===== src/rtl/xera4_pkg.sv =====
// Shared XERA4 video-subsystem definitions: bus widths, the slot-grant
// encoding and the CPU read-sequencer states.
package xera4_pkg;

  localparam int XERA4_AW = 15;
  localparam int XERA4_DW = 8;

  // Owner of the VRAM slot on a given edge
  typedef enum logic [1:0] {
    GNT_NONE,
    GNT_DISP,
    GNT_CPURD,
    GNT_CPUWR
  } grant_e;

  // CPU read sequencer
  typedef enum logic [1:0] {
    RD_IDLE,
    RD_PEND,
    RD_ISSUE,
    RD_DATA
  } rd_state_e;

endpackage


===== src/rtl/vram_wbuf.sv =====
// Posted-write buffer: a small synchronous FIFO of {addr, data} entries.
// The head entry is visible combinationally so the arbiter can drain it in
// the same cycle it wins a slot.
module vram_wbuf #(
  parameter int EW    = 23,
  parameter int DEPTH = 4
) (
  input  logic                     clk,
  input  logic                     rst_n,
  input  logic                     i_push,
  input  logic [EW-1:0]            i_push_data,
  input  logic                     i_pop,
  output logic                     o_full,
  output logic                     o_empty,
  output logic [$clog2(DEPTH):0]   o_level,
  output logic [EW-1:0]            o_head
);

  localparam int PW = $clog2(DEPTH);
  localparam int LW = PW + 1;

  logic [EW-1:0] r_mem [DEPTH];
  logic [PW-1:0] r_wr_ptr;
  logic [PW-1:0] r_rd_ptr;
  logic [LW-1:0] r_level;
  logic          w_push_ok;
  logic          w_pop_ok;

  assign o_full    = (r_level == LW'(DEPTH));
  assign o_empty   = (r_level == '0);
  assign o_level   = r_level;
  assign o_head    = r_mem[r_rd_ptr];
  assign w_push_ok = i_push && !o_full;
  assign w_pop_ok  = i_pop && !o_empty;

  // Entry storage, written on accepted pushes
  // NOTE: storage has no reset; an entry is only ever read after it is
  // written, and leaving it out keeps the array as plain RAM/flops.
  always_ff @(posedge clk) begin
    if (w_push_ok) r_mem[r_wr_ptr] <= i_push_data;
  end

  // Pointers and occupancy; pointers wrap naturally since DEPTH is 2^n
  // NOTE: all state is updated with <= so every reader sees pre-edge values.
  always_ff @(posedge clk) begin
    if (!rst_n) begin
      r_wr_ptr <= '0;
      r_rd_ptr <= '0;
      r_level  <= '0;
    end else begin
      if (w_push_ok) r_wr_ptr <= r_wr_ptr + PW'(1);
      if (w_pop_ok)  r_rd_ptr <= r_rd_ptr + PW'(1);
      case ({w_push_ok, w_pop_ok})
        2'b10:   r_level <= r_level + LW'(1);
        2'b01:   r_level <= r_level - LW'(1);
        default: ;
      endcase
    end
  end

endmodule


===== src/rtl/vram_arbiter.sv =====
// Single-port VRAM arbiter between the display fetch engine and the XERA4
// CPU video port. Display reads always win the slot; CPU reads wait for the
// write buffer to drain so no forwarding path is needed.
module vram_arbiter
  import xera4_pkg::*;
#(
  parameter int AW     = XERA4_AW,
  parameter int DW     = XERA4_DW,
  parameter int WDEPTH = 4
) (
  input  logic                    clk,
  input  logic                    rst_n,
  input  logic                    cpu_req,
  input  logic                    cpu_we,
  input  logic [AW-1:0]           cpu_addr,
  input  logic [DW-1:0]           cpu_wdata,
  output logic [DW-1:0]           cpu_rdata,
  output logic                    cpu_ready,
  input  logic                    disp_req,
  input  logic [AW-1:0]           disp_addr,
  output logic [DW-1:0]           disp_rdata,
  output logic                    disp_valid,
  output logic [AW-1:0]           vram_addr,
  output logic [DW-1:0]           vram_wdata,
  output logic                    vram_we,
  input  logic [DW-1:0]           vram_rdata,
  output logic [$clog2(WDEPTH):0] wbuf_level
);

  rd_state_e     r_rd_state;
  logic [AW-1:0] r_rd_addr;
  logic [DW-1:0] r_cpu_rdata;
  logic          r_cpu_ready;
  logic [DW-1:0] r_disp_rdata;
  logic          r_disp_valid;
  logic          r_disp_p1;
  logic          r_disp_p2;
  logic [AW-1:0] r_vram_addr;
  logic [DW-1:0] r_vram_wdata;
  logic          r_vram_we;

  grant_e           w_gnt;
  logic             w_cpu_take;
  logic             w_wr_acc;
  logic             w_rd_acc;
  logic             w_full;
  logic             w_empty;
  logic [AW+DW-1:0] w_head;

  // A request is considered only outside the ready pulse and with no read in flight
  assign w_cpu_take = cpu_req && !r_cpu_ready && (r_rd_state == RD_IDLE);
  assign w_wr_acc   = w_cpu_take && cpu_we && !w_full;
  assign w_rd_acc   = w_cpu_take && !cpu_we;

  vram_wbuf #(
    .EW    (AW + DW),
    .DEPTH (WDEPTH)
  ) u_wbuf (
    .clk         (clk),
    .rst_n       (rst_n),
    .i_push      (w_wr_acc),
    .i_push_data ({cpu_addr, cpu_wdata}),
    .i_pop       (w_gnt == GNT_CPUWR),
    .o_full      (w_full),
    .o_empty     (w_empty),
    .o_level     (wbuf_level),
    .o_head      (w_head)
  );

  // Slot priority: display, then CPU read (buffer empty only), then drain
  // NOTE: w_gnt gets a default before the if-chain so no latch is inferred.
  always_comb begin
    w_gnt = GNT_NONE;
    if (disp_req)                                 w_gnt = GNT_DISP;
    else if ((r_rd_state == RD_PEND) && w_empty)  w_gnt = GNT_CPURD;
    else if (!w_empty)                            w_gnt = GNT_CPUWR;
  end

  // RAM port registers; write data holds between write slots
  always_ff @(posedge clk) begin
    if (!rst_n) begin
      r_vram_addr  <= '0;
      r_vram_wdata <= '0;
      r_vram_we    <= 1'b0;
    end else begin
      r_vram_we <= 1'b0;
      case (w_gnt)
        GNT_DISP:  r_vram_addr <= disp_addr;
        GNT_CPURD: r_vram_addr <= r_rd_addr;
        GNT_CPUWR: begin
          r_vram_addr  <= w_head[AW+DW-1:DW];
          r_vram_wdata <= w_head[DW-1:0];
          r_vram_we    <= 1'b1;
        end
        default: ;
      endcase
    end
  end

  // Display return pipeline: issue edge, RAM read edge, capture edge
  always_ff @(posedge clk) begin
    if (!rst_n) begin
      r_disp_p1    <= 1'b0;
      r_disp_p2    <= 1'b0;
      r_disp_valid <= 1'b0;
      r_disp_rdata <= '0;
    end else begin
      r_disp_p1    <= (w_gnt == GNT_DISP);
      r_disp_p2    <= r_disp_p1;
      r_disp_valid <= r_disp_p2;
      if (r_disp_p2) r_disp_rdata <= vram_rdata;
    end
  end

  // CPU read sequencer with registered cpu_ready / cpu_rdata
  always_ff @(posedge clk) begin
    if (!rst_n) begin
      r_rd_state  <= RD_IDLE;
      r_rd_addr   <= '0;
      r_cpu_rdata <= '0;
      r_cpu_ready <= 1'b0;
    end else begin
      r_cpu_ready <= w_wr_acc;
      case (r_rd_state)
        RD_IDLE: begin
          if (w_rd_acc) begin
            r_rd_addr  <= cpu_addr;
            r_rd_state <= RD_PEND;
          end
        end
        RD_PEND:  if (w_gnt == GNT_CPURD) r_rd_state <= RD_ISSUE;
        RD_ISSUE: r_rd_state <= RD_DATA;
        RD_DATA: begin
          r_cpu_rdata <= vram_rdata;
          r_cpu_ready <= 1'b1;
          r_rd_state  <= RD_IDLE;
        end
        default: r_rd_state <= RD_IDLE;
      endcase
    end
  end

  assign cpu_rdata  = r_cpu_rdata;
  assign cpu_ready  = r_cpu_ready;
  assign disp_rdata = r_disp_rdata;
  assign disp_valid = r_disp_valid;
  assign vram_addr  = r_vram_addr;
  assign vram_wdata = r_vram_wdata;
  assign vram_we    = r_vram_we;

endmodule


===== config.mk =====
export PLATFORM = sky130hd
export DESIGN_NAME = vram_arbiter
export DESIGN_NICKNAME = d
export VERILOG_FILES = /design/src/rtl/xera4_pkg.sv /design/src/rtl/vram_wbuf.sv /design/src/rtl/vram_arbiter.sv
export SDC_FILE = /design/constraint.sdc
export NUM_CORES = 1
export LEC_CHECK = 0
export CORE_MARGIN = 2
export CORE_UTILIZATION = 50
export CTS_BUF_LIST = sky130_fd_sc_hd__clkbuf_4 sky130_fd_sc_hd__clkbuf_8
export CTS_CLUSTER_DIAMETER = 60
export DETAILED_ROUTE_END_ITERATION = 10
export GPL_ROUTABILITY_DRIVEN = 0
export HOLD_SLACK_MARGIN = 0.15
export PLACE_DENSITY = 0.75
export RECOVER_POWER = 50
export SYNTH_ARGS = -nofsm -noshare
export SYNTH_HDL_FRONTEND = slang
export SYNTH_HIERARCHICAL = 1
export SYNTH_SLANG_ARGS = --single-unit

===== constraint.sdc =====
create_clock -name clk -period 3.2 [get_ports clk]
set_clock_uncertainty 0.05 [all_clocks]
set_input_delay 0.32 -clock clk [delete_from_list [all_inputs] [get_ports clk]]
set_output_delay 0.32 -clock clk [all_outputs]
set_load 0.02 [all_outputs]

# == After elaboration in Yosys (flattened, before gate mapping) ==
# Memory sizes are Yosys's and may differ from the RTL's. A register that Yosys moved wholly into a read port is not among the register bits.
# Cells that the tools add are included.
# classes
add_sub_neg,4
n_eq_ne,11
n_mux,14
reduce_logical,18
# ops
operator,count
$pmux 15 s3,1
$mux 2,7
$eq 2x2->1 const B,5
$logic_and 1x1->1,8
$pmux 2 s4,1
$eq 2x1->1 const B,3
$pmux 3 s2,1
$add 2x1->2 const B,2
$logic_not 1->1,4
$mux 1,4
$reduce_and 2->1,2
$add 3x1->3 const B,1
$eq 3x3->1 const B,1
$logic_not 3->1,1
$reduce_bool 3->1,1
$sub 3x1->3 const B,1
$logic_not 2->1,1
$ne 2x1->1 const B,1
$ne 2x2->1 const B,1
$reduce_bool 2->1,1
# word_totals
regBits,68
mem_bits_rw,92
input_bits,51
out_inout_bits,45
wordCells,62
memories,1
# memory_table
name,depth,width,read_ports,rd_ports_with_merged_regs,write_ports,line_no,rtl
u_wbuf.r_mem,4,23,1,1,1,vram_wbuf.sv:22,logic [EW-1:0] r_mem [DEPTH];

# == Logic depth before layout (Yosys ltp) ==
# Gate-level depths: netlist (run 1).
# logic_depth
word_depth,8
ltp_mapped,13
ltp_nobuf,12

# == Hierarchy ==
# The synthesis (run 1) kept the hierarchy.
# modules_own_cells
module,instances,cells_per_inst,area_per_inst_um2,seq_area_each_um2
vram_wbuf,1,174,3836.2,2942.8
vram_arbiter,1,271,2601.2,1221.2

# == Worst setup path after synthesis (run 1) ==
# OpenSTA, ideal clock, no wires.
# synth_timing
path_type,register to register
start,"register u_wbuf.r_level[0], in the netlist u_wbuf/o_level[0]"
end,"register u_wbuf.r_level[2], in the netlist u_wbuf/o_level[2]"
setup_ns,0.070
arrival_ns,2.599
t_required_ns,3.080
setup_slack_ns,0.481
path_stages_with_launch,12
n_path_buf,1
period_less_slack_ns,2.719
cell_sequence,dfxtp_1 > nor3_2 > or2_2 > buf_2 > clkinv_1 > nor2b_1 > ha_1 > inv_1 > fa_1 > xor2_1 > or3_1 > a21boi_1
# synth_between
elab_chain_cells,8
elab_cells_between_ends,18
classes_between,add/sub (2); eq/ne (4); mux (4); reduce/logical (8)
# synth_lines
element,line_no,rtl
start: declaration,vram_wbuf.sv:25,logic [LW-1:0] r_level;
start signal: assignment,vram_wbuf.sv:54,2'b10: r_level <= r_level + LW'(1);
start signal: assignment,vram_wbuf.sv:55,2'b01: r_level <= r_level - LW'(1);
$logic_not 3->1 *,vram_wbuf.sv:30,assign o_empty = (r_level == '0);
net w_empty,vram_arbiter.sv:47,logic w_empty;
$mux 2 / $logic_and 1x1->1 (equally long branches),"vram_arbiter.sv:76, vram_arbiter.sv:75",
$mux 2,vram_arbiter.sv:75,else if ((r_rd_state == RD_PEND) && w_empty) w_gnt = GNT_CPURD;
$mux 2,vram_arbiter.sv:74,if (disp_req) w_gnt = GNT_DISP;
$eq 2x2->1,vram_arbiter.sv:63,".i_pop (w_gnt == GNT_CPUWR),"
$logic_and 1x1->1 *,vram_wbuf.sv:34,assign w_pop_ok = i_pop && !o_empty;
net u_wbuf.w_pop_ok,vram_wbuf.sv:27,logic w_pop_ok;
$eq 2x1->1 / $eq 2x2->1 (equally long branches),vram_wbuf.sv:53,"case ({w_push_ok, w_pop_ok})"
$pmux 3 s2 / $reduce_bool 2->1 (equally long branches),-,
# Mark *: on every way through the listed nets, which the timed path passes. The rest lies on a longest branch.
# A chain may end at the register's enable or synchronous reset.

# == Worst setup path in the final report (run 1) ==
# layout_timing
start,register r_rd_state[0]
end,"register u_wbuf.r_level[2], in the netlist u_wbuf/o_level[2]"
# layout_between
elab_cells_between_ends,15
classes_between,eq/ne (4); mux (3); reduce/logical (8)
# layout_rtl
element,line_no,rtl
start: declaration,vram_arbiter.sv:30,rd_state_e r_rd_state;
start signal: assignment,vram_arbiter.sv:118,r_rd_state <= RD_IDLE;
start signal: assignment,vram_arbiter.sv:128,r_rd_state <= RD_PEND;
start signal: assignment,vram_arbiter.sv:131,RD_PEND: if (w_gnt == GNT_CPURD) r_rd_state <= RD_ISSUE;
$logic_not 2->1 *,vram_arbiter.sv:51,assign w_cpu_take = cpu_req && !r_cpu_ready && (r_rd_state == RD_IDLE);
$logic_and 1x1->1 *,vram_arbiter.sv:51,
$logic_and 1x1->1 * (2 in series),vram_arbiter.sv:52,assign w_wr_acc = w_cpu_take && cpu_we && !w_full;
net w_wr_acc,vram_arbiter.sv:44,logic w_wr_acc;
$logic_and 1x1->1 *,vram_wbuf.sv:33,assign w_push_ok = i_push && !o_full;
$eq 2x1->1 / $eq 2x2->1 (equally long branches),vram_wbuf.sv:53,
$pmux 3 s2 / $reduce_bool 2->1 (equally long branches),-,
# Marks and branches as above.

==> impl_metrics.py, run 1 <==
metrics = {
    "floorplan": {
        "die_y_um": 117,
        "boundaryPins": 96,
        "start_util_pct": 51.0,
        "coreArea_mm2": 0.0126,
        "fp.dieW_um": 117,
        "rows": 41,
        "die_area_mm2": 0.0138,
    },
    "run_status": {
        "status": "finished, violations left",
        "violations": "max-capacitance violations, max-slew violations",
    },
    "route": {
        "wl_mm": 12.8,
        "drc": 0,
        "antenna_left": 0,
        "vias": 3913,
        "wl_per_cell_um": 17.6,
        "vias_per_cell": 5.37,
        "first_iter_violations": 270,
        "drtPass1Iterations": 4,
    },
    "global_route": {
        "grt_overflow": 0,
        "antenna_found_initial": 0,
        "grt_max_degree": 47,
        "grt_pass1_wl_mm": 20.4,
        "grt_pass1_vias": 3931,
        "groute.usage.overall_pct": 19.3,
    },
    "flow_run": {
        "maxCapViolCount": 1,
    },
    "timing": {
        "hold_viol_final": 0,
        "relSlewSlack_pct": -27.4,
        "final.setup.tns_ns": 0,
        "post-route-period-util_pct": 80.7,
        "rsz0062_at_grt": "false",
        "fmax_mhz": 387,
        "finalMaxSlewViolations": 47,
        "layout_min_cycle_time_ns": 2.58,
        "worst_slew_pin_slew_ns": 1.91,
        "setup-violations-final": 0,
    },
    "setup_path": {
        "ff2ff_path_depth": 13,
        "r2r-end": "u_wbuf/o_level[2]",
        "r2r-start": "r_rd_state[0]",
        "path_max_fanout": 7,
        "crit_required_ns": 3.52,
        "cp.arrival_ns": 2.90,
        "cp-end-kind": "register",
        "endpoint": "u_wbuf/o_level[2]",
        "critical_path_class": "register to register",
        "crit_start": "r_rd_state[0]",
        "regToRegSetupSlack_ns": 0.62,
        "start_kind": "register",
    },
    "synth": {
        "muxShareOfSynthArea_pct": 11.0,
        "ys_types": 40,
        "synth-adder-area-share_pct": 2.06,
        "synth-compound-area-share_pct": 9.17,
        "synth-seq-area-share_pct": 64.7,
        "yosys.area_share.simple_pct": 9.29,
        "syn-cell-area_mm2": 0.00644,
        "async_reset_ff_share_pct": 0,
        "syn_avg_cell_area_um2": 14.5,
        "synth_xor_area_share_pct": 0.272,
        "syn_nets": 506,
        "ys_ff_latch": 162,
        "synth_warnings": 6,
        "syn_inst": 445,
        "synth-edff-count": 92,
        "synth_top_family_by_area": "multiplexers",
        "ys.flop_type": "edfxtp_1",
    },
    "clock_network": {
        "cts_resized": 0,
        "clk_pin_slew_worst_paths_ns": 0.07,
        "clockRootBuffer": "clkbuf_8",
        "cts_tree": "yes",
        "clkLatencyLatePin_ns": 0.45,
        "cts_sinks": 162,
        "cts_hold_buf": 0,
        "post_cts_buffers": 0,
        "cts_buffer_depth": 2,
        "ctsHtreeMaxLevel": 4,
        "numCtsBuffers": 17,
    },
    "min_path": {
        "min-delay-path-class": "register to register",
    },
    "pwr": {
        "switchingPower_uw": 1360,
        "sw_frac_of_total_pct": 27.9,
        "p_per_area_mw_per_mm2": 617,
        "internal_power_uw": 3510,
        "leakagePower_uw": 0.00264,
        "p_seq_share_pct": 50.9,
        "p_comb_share_pct": 21.0,
        "peakVddDrop_v": 0.000362,
        "clkPwrFrac_pct": 28.1,
        "p_total_uw": 4870,
    },
    "final_layout": {
        "fillers": 972,
        "regArea_mm2": 0.00416,
        "drive_above_1_share_pct": 14.9,
        "antenna_cells": 0,
        "areaGrowthSynthToFinish_pct": 22.5,
        "nets": 605,
        "multi_input_area_mm2": 0.00205,
    },
    "placement": {
        "numPortBuffers": 95,
        "hpwl_mm": 8.27,
    },
}
## flip-flops by register name (all words and copies together) (netlist names), named ones only
| signal | cells |
|---|---|
| u_wbuf/r_mem | 92 |
| r_rd_addr | 15 |
| vram_addr | 15 |
| cpu_rdata | 8 |
| disp_rdata | 8 |
| vram_wdata | 8 |
| u_wbuf/o_level | 3 |
| r_rd_state | 2 |
| u_wbuf/r_rd_ptr | 2 |
| u_wbuf/r_wr_ptr | 2 |
| cpu_ready | 1 |
| disp_valid | 1 |
| r_disp_p1 | 1 |
| r_disp_p2 | 1 |
| vram_we | 1 |
## critical path: stages (launching register included)
cell	delay [ns]
dfxtp_1	0.38
inv_1	0.08
ha_1	0.25
nand4b_1	0.13
nor2_1	0.06
nor2b_1	0.13
buf_4	0.16
inv_2	0.05
ha_1	0.17
inv_1	0.07
fa_1	0.38
xor2_1	0.16
or3_1	0.30
a21boi_1	0.15
## power groups by stage
stage / combinational (µW) / sequential, µW / clock (µW)
after floorplan: 562 / 2600 / 0
after global placement: 1010 / 2510 / 0
after detailed placement: 1040 / 2530 / 0
after CTS: 1040 / 2480 / 1390
after global routing: 1120 / 2500 / 1480
final: 1020 / 2480 / 1370
## layout by cell type, fill, tap and decap left out, types with 14 or more instances in the layout
cell type / netlist / layout
dfxtp_1: 70 / 70
o21ai_0: 20 / 20
nand3b_1: 15 / 15
mux4_2: 23 / 23
mux2i_1: 19 / 19
a21oi_1: 15 / 15
buf_4: 0 / 14
clkbuf_8: 0 / 19
dlygate4sd3_1: 0 / 39
edfxtp_1: 92 / 92
nor2b_1: 18 / 18
a21boi_0: 22 / 23
nand2_1: 55 / 55
clkdlybuf4s50_1: 0 / 55
## how the worst min path moves through the flow
| stage | depth (start not counted) | to | startpoint |
|---|---|---|---|
| 6_report | 1 | r_disp_p2 | r_disp_p1 |
| 5_1_grt | 2 | r_rd_addr[6] | r_rd_addr[6] |
| 4_1_cts | 2 | r_rd_addr[5] | r_rd_addr[5] |
| 3_5_place_dp | 1 | r_disp_p2 | r_disp_p1 |
| 3_3_place_gp | 1 | r_disp_p2 | r_disp_p1 |
| 2_1_floorplan | 1 | r_disp_p2 | r_disp_p1 |
## layout make-up
type,count,share of cell area [%]
sequential,162,52.8
multi-input combinational,243,26.0
timing repair buffer,110,13.4
clock buffer,22,3.60
tap,172,2.73
clock inverter,10,1.06
inverter,10,0.476
## layer usage
layer  track usage [%]  routed length [µm]
met2              32.0                6310
met1              23.9                5500
met4              6.40                 168
met3              6.35                 817
met5                 0                   0
## per-stage QoR
step / setup WS (ns) / hold WS (ns) / utilization, % / instances / instance area, µm²
after floorplan: 0.481 / 0.362 / - / 445 / 6440
after global placement: 0.455 / 0.378 / 59.6 / 697 / 7520
after detailed placement: 0.364 / 0.390 / 59.6 / 697 / 7520
after CTS: 0.607 / 0.401 / 62.5 / 729 / 7890
after global routing: 0.462 / 0.424 / 62.5 / 729 / 7890
final: 0.618 / 0.408 / 62.5 / 729 / 7890
## cell usage after synthesis (2+ instances only)
cell       instances  area [µm²]
a21boi_0          22         165
a21boi_1           3        22.5
a21oi_1           15        75.1
and2_1            10        62.6
buf_12             2        40.0
buf_2              8        40.0
buf_6              3        33.8
clkbuf_1          16        60.1
dfxtp_1           70        1400
edfxtp_1          92        2760
ha_1               9         113
inv_1              8        30.0
mux2i_1           19         190
mux4_2            23         518
nand2_1           55         206
nand3b_1          15         113
nand4bb_1          2        22.5
nor2b_1           18         113
o21ai_0           20         100
o221ai_1           5        43.8
o221ai_2          10         150
or3_1              2        12.5
## cells by family (layout without fill, tap and decap cells)
group / count (synthesis) / in the layout
simple gates: 110 / 110
buf+inv: 40 / 152
compound gates: 79 / 79
fa+ha+maj: 10 / 10
mux: 42 / 42
flops: 162 / 162
xor+xnor: 2 / 2
(Power assumes the default switching activity.)
==> run 2, diff against run 1 <==
Clock period 3.2 ns to 2.6 ns, I/O delays scaled along.
==> impl_metrics.py, run 2 (synthesized netlist as in run 1, its figures left out) <==
metrics = {
    "timing": {
        "finalMaxSlewViolations": 38,
        "whs_ns": 0.394,
        "relSlewSlack_pct": -21.6,
        "fmax_mhz": 419,
        "post-route-period-util_pct": 91.7,
        "hold_viol_final": 0,
        "layout_min_cycle_time_ns": 2.38,
        "worst_slew_pin_slew_ns": 1.82,
        "setup-violations-final": 0,
        "rsz0062_at_grt": "false",
    },
    "clock_network": {
        "cts_tree": "yes",
        "clkLatencyLatePin_ns": 0.44,
        "clockRootBuffer": "clkbuf_8",
        "cts_sinks": 162,
        "ctsHtreeMaxLevel": 4,
        "cts_resized": 0,
        "numCtsBuffers": 17,
        "post_cts_buffers": 0,
        "cts_hold_buf": 0,
        "cts_buffer_depth": 2,
        "clk_pin_slew_worst_paths_ns": 0.08,
    },
    "global_route": {
        "grt_max_degree": 38,
        "grt_pass1_wl_mm": 20.8,
        "antenna_found_initial": 0,
        "groute.usage.overall_pct": 19.5,
        "grt_overflow": 0,
        "grt_pass1_vias": 4054,
    },
    "final_layout": {
        "final_common_cell": "edfxtp_1",
        "nets": 613,
        "antenna_cells": 0,
        "largest_reg_flops": 92,
        "areaGrowthSynthToFinish_pct": 24.1,
        "fin_area_mm2": 0.00799,
        "most-common-layout-cells": "edfxtp_1, dfxtp_1, nand2_1",
        "drive_above_1_share_pct": 16.8,
        "fillers": 975,
        "regMostFlops": "u_wbuf/r_mem",
        "fin_cells": 737,
    },
    "setup_path": {
        "crit_required_ns": 2.90,
        "critical_path_class": "register to register",
        "path_max_fanout": 5,
        "start_kind": "register",
        "r2r-start": "r_rd_state[1]",
        "crit_start": "r_rd_state[1]",
        "cp.arrival_ns": 2.69,
        "cp-end-kind": "register",
    },
    "flow_run": {
        "maxCapViolCount": 1,
    },
    "floorplan": {
        "fp.dieW_um": 117,
        "die_area_mm2": 0.0138,
        "start_util_pct": 51.0,
        "rows": 41,
        "die_y_um": 117,
        "boundaryPins": 96,
        "coreArea_mm2": 0.0126,
    },
    "placement": {
        "hpwl_mm": 8.65,
        "numPortBuffers": 95,
        "dpl_cell_area_mm2": 0.00759,
        "dp.cells": 705,
    },
    "route": {
        "drtPass1Iterations": 4,
        "wl_per_cell_um": 17.4,
        "vias": 3905,
        "antenna_left": 0,
        "drc": 0,
        "vias_per_cell": 5.30,
        "first_iter_violations": 248,
        "wl_mm": 12.8,
    },
    "pwr": {
        "p_per_area_mw_per_mm2": 765,
        "peakVddDrop_v": 0.000451,
        "leakagePower_uw": 0.00269,
        "p_total_uw": 6110,
    },
    "run_status": {
        "status": "finished, violations left",
        "violations": "max-capacitance violations, max-slew violations",
    },
    "min_path": {
        "hold_start": "r_disp_p1",
        "min-delay-path-class": "register to register",
    },
}
## run 2: cell count changes in the layout (fill, tap and decap cells not counted), moves of 2 or more
cell	change
clkinv_1	-2
clkbuf_8	+3
clkbuf_4	+4
clkinv_2	-4
buf_4	+6
clkbuf_1	+3
dfxtp_2	+4
dfxtp_1	-4
## run 2: final cells by class
cell class              count  area, µm²  area share [%]
repair buffers            118       1110            13.8
clock buffers              29        355            4.45
multi-input cells         243       2060            25.7
inverters                  10       37.5           0.470
flip-flops and latches    162       4170            52.2
clock inverters             3       47.5           0.595
well taps                 172        215            2.69
## run 2: power breakdown
part	switching [µW]	internal [µW]	total, µW	leakage, µW
clock network	815	965	1780	0.000213
logic	717	565	1280	0.00107
registers	113	2940	3050	0.00141
## run 2: worst max-delay path, stage by stage, from the launching register on
cell and delay [ns]:
dfxtp_1 0.37, inv_1 0.09, ha_2 0.20, nand4b_1 0.12
nor2_1 0.07, nor2b_1 0.16, inv_2 0.06, ha_1 0.16
inv_1 0.06, fa_1 0.37, xor2_1 0.16, or3_1 0.30
a21boi_1 0.15
## run 2: final timing paths
check	to	slack (ns)	cells after the start
min	r_disp_p2	0.39	1
max	u_wbuf/o_level[2]	0.22	12
max reg2reg	u_wbuf/o_level[2]	0.22	12
min reg2reg	r_disp_p2	0.39	1
## run 2: layer usage
layer | track usage [%] | vias to the layer above | routed length (µm)
li1 | - | 1851 | -
met3 | 5.77 | 8 | 699
met4 | 6.93 | 0 | 117
met1 | 24.1 | 1935 | 5490
met2 | 33.0 | 111 | 6520
met5 | 0 | - | 0
## run 2: metrics by stage
stage | util (%) | setup TNS [ns] | setup slack [ns]
floorplan | - | 0 | 0.00924
global placement | 60.2 | -0.0391 | -0.0391
CTS | 63.4 | 0 | 0.115
detailed placement | 60.2 | -0.120 | -0.120
finish | 63.3 | 0 | 0.216
global route | 63.3 | 0 | 0.0299
